### config.mk
export PLATFORM = sky130hd
export DESIGN_NAME = fifo_wr_arbiter
export DESIGN_NICKNAME = d
export VERILOG_FILES = /design/src/rtl/fifo_wr_arbiter.sv
export SDC_FILE = /design/constraint.sdc
export NUM_CORES = 1
export LEC_CHECK = 0
export ABC_AREA = 1
export CAP_MARGIN = 20
export CORE_ASPECT_RATIO = 0.5
export CORE_MARGIN = 4
export CORE_UTILIZATION = 40
export DETAILED_ROUTE_END_ITERATION = 10
export PLACE_DENSITY = 0.81
export SYNTH_ARGS = -nofsm -noshare
export SYNTH_HDL_FRONTEND = slang
export SYNTH_SLANG_ARGS = --single-unit
### constraint.sdc
create_clock -name W_CLK -period 2.3 [get_ports W_CLK]
set_input_delay 0.345 -clock W_CLK [delete_from_list [all_inputs] [get_ports W_CLK]]
set_output_delay 0.345 -clock W_CLK [all_outputs]
set_load 0.03 [all_outputs]
### src/rtl/fifo_wr_arbiter.sv
// fifo_wr_arbiter
// Shares the write port of the async FIFO between NUM_REQ producers in the
// write-clock domain. Arbitration is round-robin, and each grant carries a
// burst of at most BURST_LEN words. FULL back-pressure is honoured.
// W_INC and WR_DATA are combinational, so the FIFO samples them on the same
// W_CLK edge that consumes the requester's word.
//
// Ports:
//   W_CLK     write-domain clock; all state changes on the rising edge
//   W_RST     asynchronous active-low reset
//   REQ       per-requester "word pending"
//   REQ_DATA  requester k word at [k*DATA_WIDTH +: DATA_WIDTH]
//   GNT       one-hot; REQ & GNT marks the word consumed on this edge
//   FULL      FIFO full flag (write domain)
//   W_INC     FIFO write enable
//   WR_DATA   FIFO write data (zero when not writing)
//   BUSY      high while a burst is in progress
//   OWNER     index of the current or last burst owner
//   WR_CNT    16-bit write counter, present only with FIFO_ARB_CNT_EN
//
// Optional feature macro: FIFO_ARB_CNT_EN adds WR_CNT.
//
// state    | meaning
// ---------+-----------------------------------------------------------
// ST_IDLE  | arbitrate; no transfer; pick next owner starting at ptr_q
// ST_BURST | transfer words of owner_q until BURST_LEN, REQ drop or reset

module fifo_wr_arbiter #(
  parameter int DATA_WIDTH = 8,
  parameter int NUM_REQ    = 4,
  parameter int BURST_LEN  = 4
) (
  input  logic                            W_CLK,
  input  logic                            W_RST,
  input  logic [NUM_REQ-1:0]              REQ,
  input  logic [NUM_REQ*DATA_WIDTH-1:0]   REQ_DATA,
  output logic [NUM_REQ-1:0]              GNT,
  input  logic                            FULL,
  output logic                            W_INC,
  output logic [DATA_WIDTH-1:0]           WR_DATA,
  output logic                            BUSY,
`ifdef FIFO_ARB_CNT_EN
  output logic [15:0]                     WR_CNT,
`endif
  output logic [$clog2(NUM_REQ)-1:0]      OWNER
);

  localparam int ID_W   = $clog2(NUM_REQ);
  localparam int BCNT_W = $clog2(BURST_LEN) + 1;
  localparam logic [NUM_REQ-1:0] GNT_ONE = NUM_REQ'(1);

  typedef enum logic {
    ST_IDLE  = 1'b0,
    ST_BURST = 1'b1
  } state_t;

  state_t              state_q, state_d;
  logic [ID_W-1:0]     owner_q, owner_d;
  logic [ID_W-1:0]     ptr_q, ptr_d;
  logic [BCNT_W-1:0]   bcnt_q, bcnt_d;

  logic                pick_vld;
  logic [ID_W-1:0]     pick_id;
  logic [ID_W-1:0]     cand;
  logic                owner_req;
  logic                w_inc;
  logic                busy;

  // Explicit wrap so non-power-of-2 NUM_REQ never lands on an unused index.
  function automatic logic [ID_W-1:0] inc_id(input logic [ID_W-1:0] id);
    if (id == ID_W'(NUM_REQ - 1)) begin
      return '0;
    end
    return id + ID_W'(1);
  endfunction

  // Round-robin search: ptr_q, ptr_q+1, ... ; first hit wins.
  always_comb begin
    pick_vld = 1'b0;
    pick_id  = '0;
    cand     = ptr_q;
    for (int i = 0; i < NUM_REQ; i++) begin
      if (!pick_vld && REQ[cand]) begin
        pick_vld = 1'b1;
        pick_id  = cand;
      end
      cand = inc_id(cand);
    end
  end

  always_comb begin
    state_d   = state_q;
    owner_d   = owner_q;
    ptr_d     = ptr_q;
    bcnt_d    = bcnt_q;
    w_inc     = 1'b0;
    busy      = 1'b0;
    owner_req = REQ[owner_q];

    case (state_q)
      ST_IDLE: begin
        if (pick_vld) begin
          owner_d = pick_id;
          bcnt_d  = '0;
          state_d = ST_BURST;
        end
      end
      ST_BURST: begin
        busy  = 1'b1;
        w_inc = owner_req & ~FULL;
        if (!owner_req) begin
          // A REQ drop ends the burst even if FULL releases in the same cycle.
          state_d = ST_IDLE;
          ptr_d   = inc_id(owner_q);
        end else if (w_inc) begin
          if (bcnt_q == BCNT_W'(BURST_LEN - 1)) begin
            state_d = ST_IDLE;
            ptr_d   = inc_id(owner_q);
          end else begin
            bcnt_d = bcnt_q + BCNT_W'(1);
          end
        end
        // FULL with REQ held: stall, everything holds.
      end
      default: begin
        state_d = ST_IDLE;
      end
    endcase
  end

  always_ff @(posedge W_CLK or negedge W_RST) begin
    if (!W_RST) begin
      state_q <= ST_IDLE;
      owner_q <= '0;
      ptr_q   <= '0;
      bcnt_q  <= '0;
    end else begin
      state_q <= state_d;
      owner_q <= owner_d;
      ptr_q   <= ptr_d;
      bcnt_q  <= bcnt_d;
    end
  end

  assign W_INC   = w_inc;
  assign GNT     = w_inc ? (GNT_ONE << owner_q) : '0;
  assign WR_DATA = w_inc ? REQ_DATA[int'(owner_q) * DATA_WIDTH +: DATA_WIDTH] : '0;
  assign BUSY    = busy;
  assign OWNER   = owner_q;

`ifdef FIFO_ARB_CNT_EN
  logic [15:0] wr_cnt_q, wr_cnt_d;

  // Wraps 16'hFFFF -> 0 naturally.
  always_comb begin
    wr_cnt_d = wr_cnt_q + 16'(w_inc);
  end

  always_ff @(posedge W_CLK or negedge W_RST) begin
    if (!W_RST) begin
      wr_cnt_q <= '0;
    end else begin
      wr_cnt_q <= wr_cnt_d;
    end
  end

  assign WR_CNT = wr_cnt_q;
`endif

endmodule

==> run_results.csv <==
group,metric,value,unit
worst_setup_path,cp.arrival,1.79,ns
finish,finalNonFillerCells,264,
global_routing,antenna_found_initial,0,
floorplanning,core_region_area,2360,sq um
global_routing,grt_pass1_vias,1128,
sta,finalSetupViolations,0,
sta,slew_viol_final,0,
detailed_routing,wl,3020,um
sta,hold_ws,0.392,ns
finish,layout_common_cells,"41 x clkdlybuf4s50_1, 40 x nor2_1, 24 x nand2_1",
detailed_routing,num_vias,1259,
worst_setup_path,critPathMaxFanout,12,
sta,rsz0062_at_grt,"no",
detailed_routing,routedWlPerCell,11.4,um
sta,fmax,0.468,GHz
sta,report.final.hold_viol_count,0,
finish,stdcell_area,1630,sq um
detailed_routing,drtIter0Drc,52,
placement,gp_congestion,0.840,
power,leakagePower,0.773,nW
clocking,cts_max_level,1,
synth,synth_area_leader_cell,"dfrtp_1",
synth,synthAdderAreaFrac,0.0833,
clocking,clk_pin_slew,0.04,ns
floorplanning,start_util,0.446,
placement,dp.cells,261,
synth,synth_area,1050,sq um
flow_run,maxCapViolCount,0,
synth,synthSimpleGateAreaFrac,0.401,
synth,synthMuxAreaShare,0,
synth,synth_area_leaders,"dfrtp_1 19%, nor2_1 14%, o21ai_0 11%",
power,p_per_area,1250,nW/um^2
worst_setup_path,path_buf_inv,3,
worst_setup_path,crit_family,"buffers and inverters",
sta,tightest_slew,0.487,ns
worst_setup_path,crit_start,"REQ[3]",
synth,postSynthCellCount,175,
finish,drive_gt1_frac,0.157,
worst_setup_path,path_common_cell,"a21oi_1",
clocking,cts_num_sinks,8,
floorplanning,row_count,12,
synth,syn_nets,221,
global_routing,grt_overflow,0,
worst_setup_path,rr_worst_depth,11,
synth,synth_compound_area_frac,0.202,
worst_setup_path,rrSetupSlack,0.45,ns
hold_path,hold_path.class,"primary input to asynchronous set/reset pin",
floorplanning,die_x,80.5,um
synth,synth.distinct_cells,26,
worst_setup_path,worstReg2RegStart,"ptr_q[0]",
clocking,hold_buffers,0,
finish,final_common_cell,"clkdlybuf4s50_1",
synth,synth_top_family_by_area,"simple AND/OR/NAND/NOR gates",
sta,fin_tns_setup,0,ns
status,status,"finished, final reports clean",
placement,port_buffers,54,
finish,area_growth,55.0,%
worst_setup_path,worstSetupEndpoint,"WR_DATA[0]",
finish,antenna_cells,0,
global_routing,track_usage,0.177,
sta,finClkSkew,0.00184,ns
clocking,cts_buffers,3,
clocking,cts_tree,"yes",
placement,dp_hpwl,2540,um
sta,fin_crit,2.14,ns
worst_setup_path,cp_slowest_cell,"clkdlybuf4s50_1",
clocking,clk_latency,0.23,ns
sta,relSlewSlack,0.675,
floorplanning,design.die.area,3560,sq um
floorplanning,die_h,44.2,um
synth,postSynthAreaPerCell,6.01,sq um
worst_setup_path,start_kind,"primary input",
power,vdd_drop_max,0.000522,V
placement,placed_cell_area,1580,sq um
worst_setup_path,path_class,"primary input to output port",
floorplanning,ios,55,
worst_setup_path,path_depth,8,
worst_setup_path,end_kind,"output port",
detailed_routing,dr.pass1.iters,5,
clocking,clockBufferDepth,2,
worst_setup_path,crit_path_cell_trace,"clkdlybuf4s50_1 > a21oi_1 > o21ai_1 > nand2_1 > nor3_4 > inv_2 > a21oi_1 > buf_4",
finish,finish.net_count,277,
synth,ys_ff_latch,8,
worst_setup_path,cp_slowest_stage_delay,0.52,ns
synth,synth_xor_area_frac,0,
detailed_routing,via_per_inst,4.77,
clocking,clockRootBuffer,"clkbuf_8",
worst_setup_path,r2r-end,"OWNER[1]",
worst_setup_path,cp.required,1.96,ns
synth,ys_seq_area_frac,0.190,
detailed_routing,antenna_left,0,
synth,yosys.area.top_type_share,0.190,
global_routing,grt_max_degree,20,
synth,ys_warn_count,0,
global_routing,grt_pass1_wl,4890,um
detailed_routing,drc,0,
sta,min_period_over_period,0.929,
## metrics by stage
stage / utilization / power (mW) / setup WS, ns
global placement: 0.671 / 1.84 / 0.143
finish: 0.691 / 2.04 / 0.163
CTS: 0.689 / 2.04 / 0.109
detailed placement: 0.671 / 1.86 / 0.112
floorplan: - / 1.46 / -0.122
global route: 0.691 / 2.26 / 0.0153
## worst min-delay path by stage
stage / from / to / cells past startpoint
floorplan: W_RST / OWNER[0] / 0
CTS: W_RST / ptr_q[1] / 1
global route: W_RST / OWNER[1] / 1
finish: W_RST / ptr_q[1] / 1
detailed placement: bcnt_q[0] / bcnt_q[0] / 1
global placement: bcnt_q[1] / bcnt_q[1] / 2
## kinds of logic after synthesis
kind of cell | after synthesis
adders and majority gates | 7
buffers and inverters | 29
DFF | 8
and+or+nand+nor | 91
AOI/OAI and AO/OA | 40
## per-layer routing
layer | GRT usage | vias up | part of all wire
met1 | 0.227 | 525 | 0.46
met2 | 0.266 | 52 | 0.42
met3 | 0.0854 | 6 | 0.12
li1 | - | 676 | -
met5 | 0 | - | 0
met4 | 0.0505 | 0 | 0.0089
## sequential cells by signal, indices dropped and copies added (netlist names)
name and cells:
bcnt_q 3, OWNER 2, ptr_q 2, state_q 1
## cell type report
type                            instances  area, sq um
Inverter                               23         86.3
Sequential cell                         8          201
Tap cell                               35         43.8
Clock buffer                            3         41.3
Timing Repair Buffer                   57          531
Fill cell                             218          728
Multi-Input combinational cell        138          726
## cells in the mapped netlist (all sizes together)
cell and n:
nand3 18, o211ai 1, a21boi 1, nor3 1, ha 7, dfrtp 8, nand2 27, inv 23
clkbuf 2, nor2 43, buf 4, nand4 1, a21oi 13, o21ai 25, and2 1
## worst register-to-register path, delay by kind of cell, from the launching register on
family	cells	cell delay (ns)
flops	1	0.44
compound gates	1	0.06
simple gates	8	0.92
buf+inv	1	0.05
fa+ha+maj	1	0.27
## report_power, final
group | internal, mW | leakage, nW | total [mW] | switching [mW]
Combinational | 0.583 | 0.651 | 1.59 | 1.01
Clock | 0.113 | 0.0216 | 0.167 | 0.0533
Sequential | 0.206 | 0.100 | 0.285 | 0.0791
Total | 0.902 | 0.773 | 2.04 | 1.14
## what timing repair did
action | in CTS | in global routing
endpoints found under the setup margin | 0 | 12
buffers inserted | 0 | 0
gates resized for setup | 0 | 3
Note: power is estimated with default switching activity, not from simulation.
